===== config.mk =====
export PLATFORM = sky130hd
export DESIGN_NAME = mcu_spi
export DESIGN_NICKNAME = d
export VERILOG_FILES = /design/src/rtl/mcu_spi_pkg.sv /design/src/rtl/mcu_spi_sync.sv /design/src/rtl/mcu_spi.sv
export SDC_FILE = /design/constraint.sdc
export NUM_CORES = 1
export LEC_CHECK = 0
export CAP_MARGIN = 5
export CORE_MARGIN = 2
export CORE_UTILIZATION = 50
export CTS_BUF_LIST = sky130_fd_sc_hd__clkbuf_2 sky130_fd_sc_hd__clkbuf_4 sky130_fd_sc_hd__clkbuf_8
export DETAILED_ROUTE_END_ITERATION = 10
export PLACE_DENSITY = 0.78
export SLEW_MARGIN = 10
export SYNTH_ARGS = -nofsm -noshare
export SYNTH_HDL_FRONTEND = slang
export SYNTH_HIERARCHICAL = 1
export SYNTH_SLANG_ARGS = --single-unit
export TNS_END_PERCENT = 50

===== constraint.sdc =====
create_clock -name clk -period 4.3 [get_ports clk]
set_input_delay 0.43 -clock clk [delete_from_list [all_inputs] [get_ports clk]]
set_output_delay 0.43 -clock clk [all_outputs]
set_load 0.01 [all_outputs]

===== src/rtl/mcu_spi_pkg.sv =====
// Shared definitions for the MCU SPI front end: target IDs and the frame state enum.
package mcu_spi_pkg;

  localparam int unsigned NUM_TGT = 4;

  localparam logic [7:0] TGT_SYS = 8'd0;
  localparam logic [7:0] TGT_HID = 8'd1;
  localparam logic [7:0] TGT_OSD = 8'd2;
  localparam logic [7:0] TGT_SDC = 8'd3;

  typedef enum logic [1:0] {
    StIdle,
    StSelect,
    StPayload
  } state_e;

endpackage


===== src/rtl/mcu_spi_sync.sv =====
// 2-FF synchroniser plus a third stage for edge detection; rise/fall are registered pulses.
// All stages reset low so a mid-frame reset with SS held low never fakes an SS falling edge.
module mcu_spi_sync (
  input  logic clk,
  input  logic reset_n,
  input  logic async_in,
  output logic rise,
  output logic fall
);

  logic s1_q, s2_q, s3_q;
  logic rise_q, fall_q;

  always_ff @(posedge clk or negedge reset_n) begin
    if (!reset_n) begin
      s1_q   <= 1'b0;
      s2_q   <= 1'b0;
      s3_q   <= 1'b0;
      rise_q <= 1'b0;
      fall_q <= 1'b0;
    end else begin
      s1_q   <= async_in;
      s2_q   <= s1_q;
      s3_q   <= s2_q;
      rise_q <= s2_q & ~s3_q;
      fall_q <= ~s2_q & s3_q;
    end
  end

  assign rise = rise_q;
  assign fall = fall_q;

endmodule


===== src/rtl/mcu_spi.sv =====
// SPI mode-0 slave front end: routes payload bytes to one of four targets by a leading ID byte.
// Optional idle-SCK frame timeout is enabled by defining MCU_SPI_TIMEOUT_EN.
module mcu_spi
  import mcu_spi_pkg::*;
#(
  parameter int unsigned TIMEOUT_CYCLES = 32'd1_000_000
) (
  input  logic       clk,
  input  logic       reset_n,
  input  logic       spi_ss_n,
  input  logic       spi_sck,
  input  logic       spi_mosi,
  output logic       spi_miso,
  output logic [3:0] tgt_strobe,
  output logic       tgt_start,
  output logic [7:0] tgt_data,
  input  logic [7:0] sys_din,
  input  logic [7:0] hid_din,
  input  logic [7:0] osd_din,
  input  logic [7:0] sdc_din
);

  logic ss_rise, ss_fall, sck_rise, sck_fall;
  logic mosi_q1, mosi_s;

  mcu_spi_sync u_sync_ss (
    .clk      (clk),
    .reset_n  (reset_n),
    .async_in (spi_ss_n),
    .rise     (ss_rise),
    .fall     (ss_fall)
  );

  mcu_spi_sync u_sync_sck (
    .clk      (clk),
    .reset_n  (reset_n),
    .async_in (spi_sck),
    .rise     (sck_rise),
    .fall     (sck_fall)
  );

  always_ff @(posedge clk or negedge reset_n) begin
    if (!reset_n) begin
      mosi_q1 <= 1'b0;
      mosi_s  <= 1'b0;
    end else begin
      mosi_q1 <= spi_mosi;
      mosi_s  <= mosi_q1;
    end
  end

  state_e     state_q, state_d;
  logic [2:0] bit_cnt_q, bit_cnt_d;
  logic [7:0] rx_q, rx_d, rx_next;
  logic [7:0] tx_q, tx_d;
  logic [7:0] target_q, target_d;
  logic       target_vld_q, target_vld_d;
  logic       first_q, first_d;
  logic [1:0] reload_q, reload_d;
  logic [3:0] strobe_q, strobe_d;
  logic       start_q, start_d;
  logic [7:0] data_q, data_d;
  logic       tgt_ok, byte_done, abort, timeout;
  logic [7:0] din_sel;

`ifdef MCU_SPI_TIMEOUT_EN
  logic [31:0] to_cnt_q;

  always_ff @(posedge clk or negedge reset_n) begin
    if (!reset_n) begin
      to_cnt_q <= 32'd0;
    end else if (state_q == StIdle || sck_rise || sck_fall || ss_fall) begin
      to_cnt_q <= 32'd0;
    end else begin
      to_cnt_q <= to_cnt_q + 32'd1;
    end
  end

  assign timeout = (state_q != StIdle) && (to_cnt_q == 32'(TIMEOUT_CYCLES - 1));
`else
  logic unused_timeout;
  assign unused_timeout = ^TIMEOUT_CYCLES;
  assign timeout        = 1'b0;
`endif

  assign tgt_ok    = target_vld_q && (target_q < 8'(NUM_TGT));
  assign rx_next   = {rx_q[6:0], mosi_s};
  assign byte_done = (state_q != StIdle) && sck_rise && (bit_cnt_q == 3'd7);
  assign abort     = ss_rise | timeout;

  always_comb begin
    din_sel = 8'h00;
    if (tgt_ok) begin
      case (target_q)
        TGT_SYS: din_sel = sys_din;
        TGT_HID: din_sel = hid_din;
        TGT_OSD: din_sel = osd_din;
        TGT_SDC: din_sel = sdc_din;
        default: din_sel = 8'h00;
      endcase
    end
  end

  always_comb begin
    state_d      = state_q;
    bit_cnt_d    = bit_cnt_q;
    rx_d         = rx_q;
    tx_d         = tx_q;
    target_d     = target_q;
    target_vld_d = target_vld_q;
    first_d      = first_q;
    reload_d     = {reload_q[0], 1'b0};
    strobe_d     = 4'b0000;
    start_d      = 1'b0;
    data_d       = data_q;

    if (abort) begin
      state_d      = StIdle;
      bit_cnt_d    = 3'd0;
      tx_d         = 8'h00;
      target_vld_d = 1'b0;
      first_d      = 1'b0;
      reload_d     = 2'b00;
    end else if (ss_fall) begin
      state_d   = StSelect;
      bit_cnt_d = 3'd0;
      rx_d      = 8'h00;
      tx_d      = 8'h00;
      first_d   = 1'b0;
      reload_d  = 2'b00;
    end else if (state_q != StIdle) begin
      if (sck_rise) begin
        rx_d      = rx_next;
        bit_cnt_d = bit_cnt_q + 3'd1;
      end
      if (byte_done) begin
        reload_d[0] = 1'b1;
        if (state_q == StSelect) begin
          target_d     = rx_next;
          target_vld_d = 1'b1;
          first_d      = 1'b1;
          state_d      = StPayload;
        end else if (tgt_ok) begin
          data_d                = rx_next;
          strobe_d[target_q[1:0]] = 1'b1;
          start_d               = first_q;
          first_d               = 1'b0;
        end
      end
      // The fall that closes a byte must not shift, or it would eat the freshly reloaded MSB.
      if (sck_fall && bit_cnt_q != 3'd0) begin
        tx_d = {tx_q[6:0], 1'b0};
      end
      if (reload_q[1]) begin
        tx_d = din_sel;
      end
    end
  end

  always_ff @(posedge clk or negedge reset_n) begin
    if (!reset_n) begin
      state_q      <= StIdle;
      bit_cnt_q    <= 3'd0;
      rx_q         <= 8'h00;
      tx_q         <= 8'h00;
      target_q     <= 8'h00;
      target_vld_q <= 1'b0;
      first_q      <= 1'b0;
      reload_q     <= 2'b00;
      strobe_q     <= 4'b0000;
      start_q      <= 1'b0;
      data_q       <= 8'h00;
    end else begin
      state_q      <= state_d;
      bit_cnt_q    <= bit_cnt_d;
      rx_q         <= rx_d;
      tx_q         <= tx_d;
      target_q     <= target_d;
      target_vld_q <= target_vld_d;
      first_q      <= first_d;
      reload_q     <= reload_d;
      strobe_q     <= strobe_d;
      start_q      <= start_d;
      data_q       <= data_d;
    end
  end

  assign spi_miso   = tx_q[7];
  assign tgt_strobe = strobe_q;
  assign tgt_start  = start_q;
  assign tgt_data   = data_q;

endmodule


==> results.sh <==
export IMPL_finalSetupTns_ns=0
export IMPL_htree_levels=3
export IMPL_root_buffer="clkbuf_8"
export IMPL_synth_xor_area_share_pct=0.354
export IMPL_rows=25
export IMPL_grt_busiest_layer="met2"
export IMPL_post_cts_resized=0
export IMPL_ys_seq_area_share_pct=57.6
export IMPL_syn_cell_area_um2=2480
export IMPL_track_usage_pct=18.9
export IMPL_avgSynthCellArea_um2=13.8
export IMPL_synthToLayoutAreaGrowth_pct=31.9
export IMPL_min_period_ns=1.87
export IMPL_dp_hpwl_um=3170
export IMPL_num_antenna_cells=0
export IMPL_syn_nets=219
export IMPL_viasPerCell=5.36
export IMPL_final_cell_mix="dfrtp_1 (57), clkdlybuf4s50_1 (49), mux2_2 (11)"
export IMPL_slew_violations=0
export IMPL_ant_nets=0
export IMPL_grt_pass1_vias=1676
export IMPL_yosys_most_used_dff="dfrtp_1"
export IMPL_critical_path_class="register to register"
export IMPL_wirelength_um=4760
export IMPL_fp_dieArea_um2=5530
export IMPL_hp_class="input pin to async pin"
export IMPL_synth_compound_area_share_pct=9.04
export IMPL_cap_violations=0
export IMPL_layout_commonest_cell="dfrtp_1"
export IMPL_vdd_drop_max_mv=0.489
export IMPL_vias=1646
export IMPL_synth_simple_area_share_pct=12.1
export IMPL_die_h_um=74.4
export IMPL_grtUsageMet3_pct=7.86
export IMPL_max_freq_mhz=535
export IMPL_route_detailed_drc=0
export IMPL_synth_cell_types=33
export IMPL_clock_sinks=57
export IMPL_grt_setup_unrepaired="no"
export IMPL_final_nets=275
export IMPL_fill_cells=360
export IMPL_crit_required_ns=4.51
export IMPL_cts_buffer_depth=2
export IMPL_slew_headroom_pct=53.7
export IMPL_drive_above_1_share_pct=20.8
export IMPL_post_cts_buffers=0
export IMPL_async_reset_ff_share_pct=100
export IMPL_ys_ff_latch=57
export IMPL_clock_latency_ns=0.33
export IMPL_coreArea_um2=4750
export IMPL_numCtsBuffers=9
export IMPL_yosys_warnings=6
export IMPL_p_leak_nw=1.45
export IMPL_post_route_util_pct=68.7
export IMPL_fin_worst_skew_ns=0.0100
export IMPL_wl_per_cell_um=15.5
export IMPL_grt_use_met2_pct=30.3
export IMPL_die_x_um=74.4
export IMPL_hold_viol_final=0
export IMPL_clkTransAtPathRegs_ns=0.07
export IMPL_power_density_nw_per_um2=388
export IMPL_initial_core_util_pct=52.1
export IMPL_drtIter0Drc=81
export IMPL_crit_path_end_kind="register"
export IMPL_synthAdderAreaFrac_pct=1.52
export IMPL_globalRouteOverflowTotal=0
export IMPL_path_max_fanout=12
export IMPL_antenna_found_initial=0
export IMPL_ioPinCount=51
export IMPL_worst_ep_arrival_time_ns=2.08
export IMPL_outcome="completed"
export IMPL_synthMuxAreaShare_pct=16.1
export IMPL_period_share_pct=43.5
export IMPL_setup_violations_final=0
export IMPL_tritoncts="done"
export IMPL_gp_congestion=0.716
export IMPL_grt_max_degree=58
export IMPL_grt_first_pass_wirelength_um=7560
export IMPL_max_slew_worst_pin_slew_ns=0.695
export IMPL_io_buffers=50
export IMPL_synth_edf_count=0
export IMPL_postSynthCellCount=179
export IMPL_hold_buffers=0
export IMPL_dr_pass1_iters=4
export IMPL_start_kind="register"
export IMPL_synth_top_family_by_area="multiplexers"
export IMPL_use_met1_pct=22.9
metrics by stage:
stage | instances | hold slack (ns) | power, mW | area, um2 | setup slack [ns]
after CTS | 307 | 0.246 | 1.28 | 3270 | 2.40
after global routing | 307 | 0.298 | 1.32 | 3270 | 2.30
after global placement | 291 | 0.335 | 0.664 | 3020 | 2.43
final | 307 | 0.218 | 1.27 | 3270 | 2.43
after detailed placement | 291 | 0.337 | 0.666 | 3020 | 2.40
after floorplan | 179 | 0.134 | 0.614 | 2480 | 2.64
worst max-delay path, stage by stage (launching register included):
cell	delay [ns]
dfrtp_1	0.73
mux4_2	0.59
nor3b_1	0.16
a221o_1	0.28
worst paths after layout:
kind                       cells past startpoint           to  slack [ns]        start
hold reg to reg                                0       mosi_s        0.35      mosi_q1
setup / recovery                               3      tx_q[1]        2.43  target_q[0]
min in group clk                               0       mosi_s        0.35      mosi_q1
max in group asynchronous                      2  tgt_data[2]        3.61      reset_n
setup reg to reg                               3      tx_q[1]        2.43  target_q[0]
hold / removal                                 2  tgt_data[7]        0.22      reset_n
Yosys cell counts (2+ instances only):
cell      count  share of area (%)
clkbuf_1      2               0.30
ha_1          3                1.5
a22oi_1       7                2.1
o21a_1        3               0.91
mux4_2        8                7.3
nand2_1      10                1.5
o21ai_0      10                2.0
nor2b_1       2               0.51
buf_2         2               0.40
and2b_2       2               0.71
nor2_1        8                1.2
inv_1         8                1.2
a21oi_1       4               0.81
buf_6         3                1.4
mux2_2       11                5.0
nor3_1        6                1.2
mux2i_1       2               0.81
mux2_4        5                3.0
nor3b_1       7                2.1
a221o_1       7                2.8
dfrtp_1      57                 58
kinds of logic (layout without fill, tap and decap cells):
group / count (synthesis) / after routing
XOR/XNOR: 1 / 1
AO/OA/AOI/OAI: 32 / 32
adder cells (fa/ha/maj): 3 / 3
AND/OR/NAND/NOR: 45 / 45
multiplexers: 26 / 26
flip-flops: 57 / 57
buffers and inverters: 15 / 76
state kept, by name, indices dropped and copies added, names as in the netlist, 2 cells and up:
name,count
rx_q,7
reload_q,2
tgt_strobe,4
tgt_data,8
target_q,8
tx_q,8
bit_cnt_q,3
state_q,2
per-layer routing:
layer  wire length, um  vias to the layer above
li1                  -                      766
met1              2130                      811
met2              2170                       61
met3               396                        8
met4                74                        0
met5                 0                        -
layout make-up:
type	count	area [um2]	share of cell area, %
Sequential cell	57	1430	43.7
Multi-Input combinational cell	107	968	29.6
Timing Repair Buffer	52	510	15.6
Clock buffer	11	145	4.44
Clock inverter	5	103	3.14
Tap cell	67	83.8	2.57
Inverter	8	30.0	0.919
where the power goes:
part | switching (mW) | internal, mW
combinational | 0.0331 | 0.0487
sequential | 0.0201 | 0.554
clock | 0.207 | 0.406
Power figures use the tool's default switching activity.
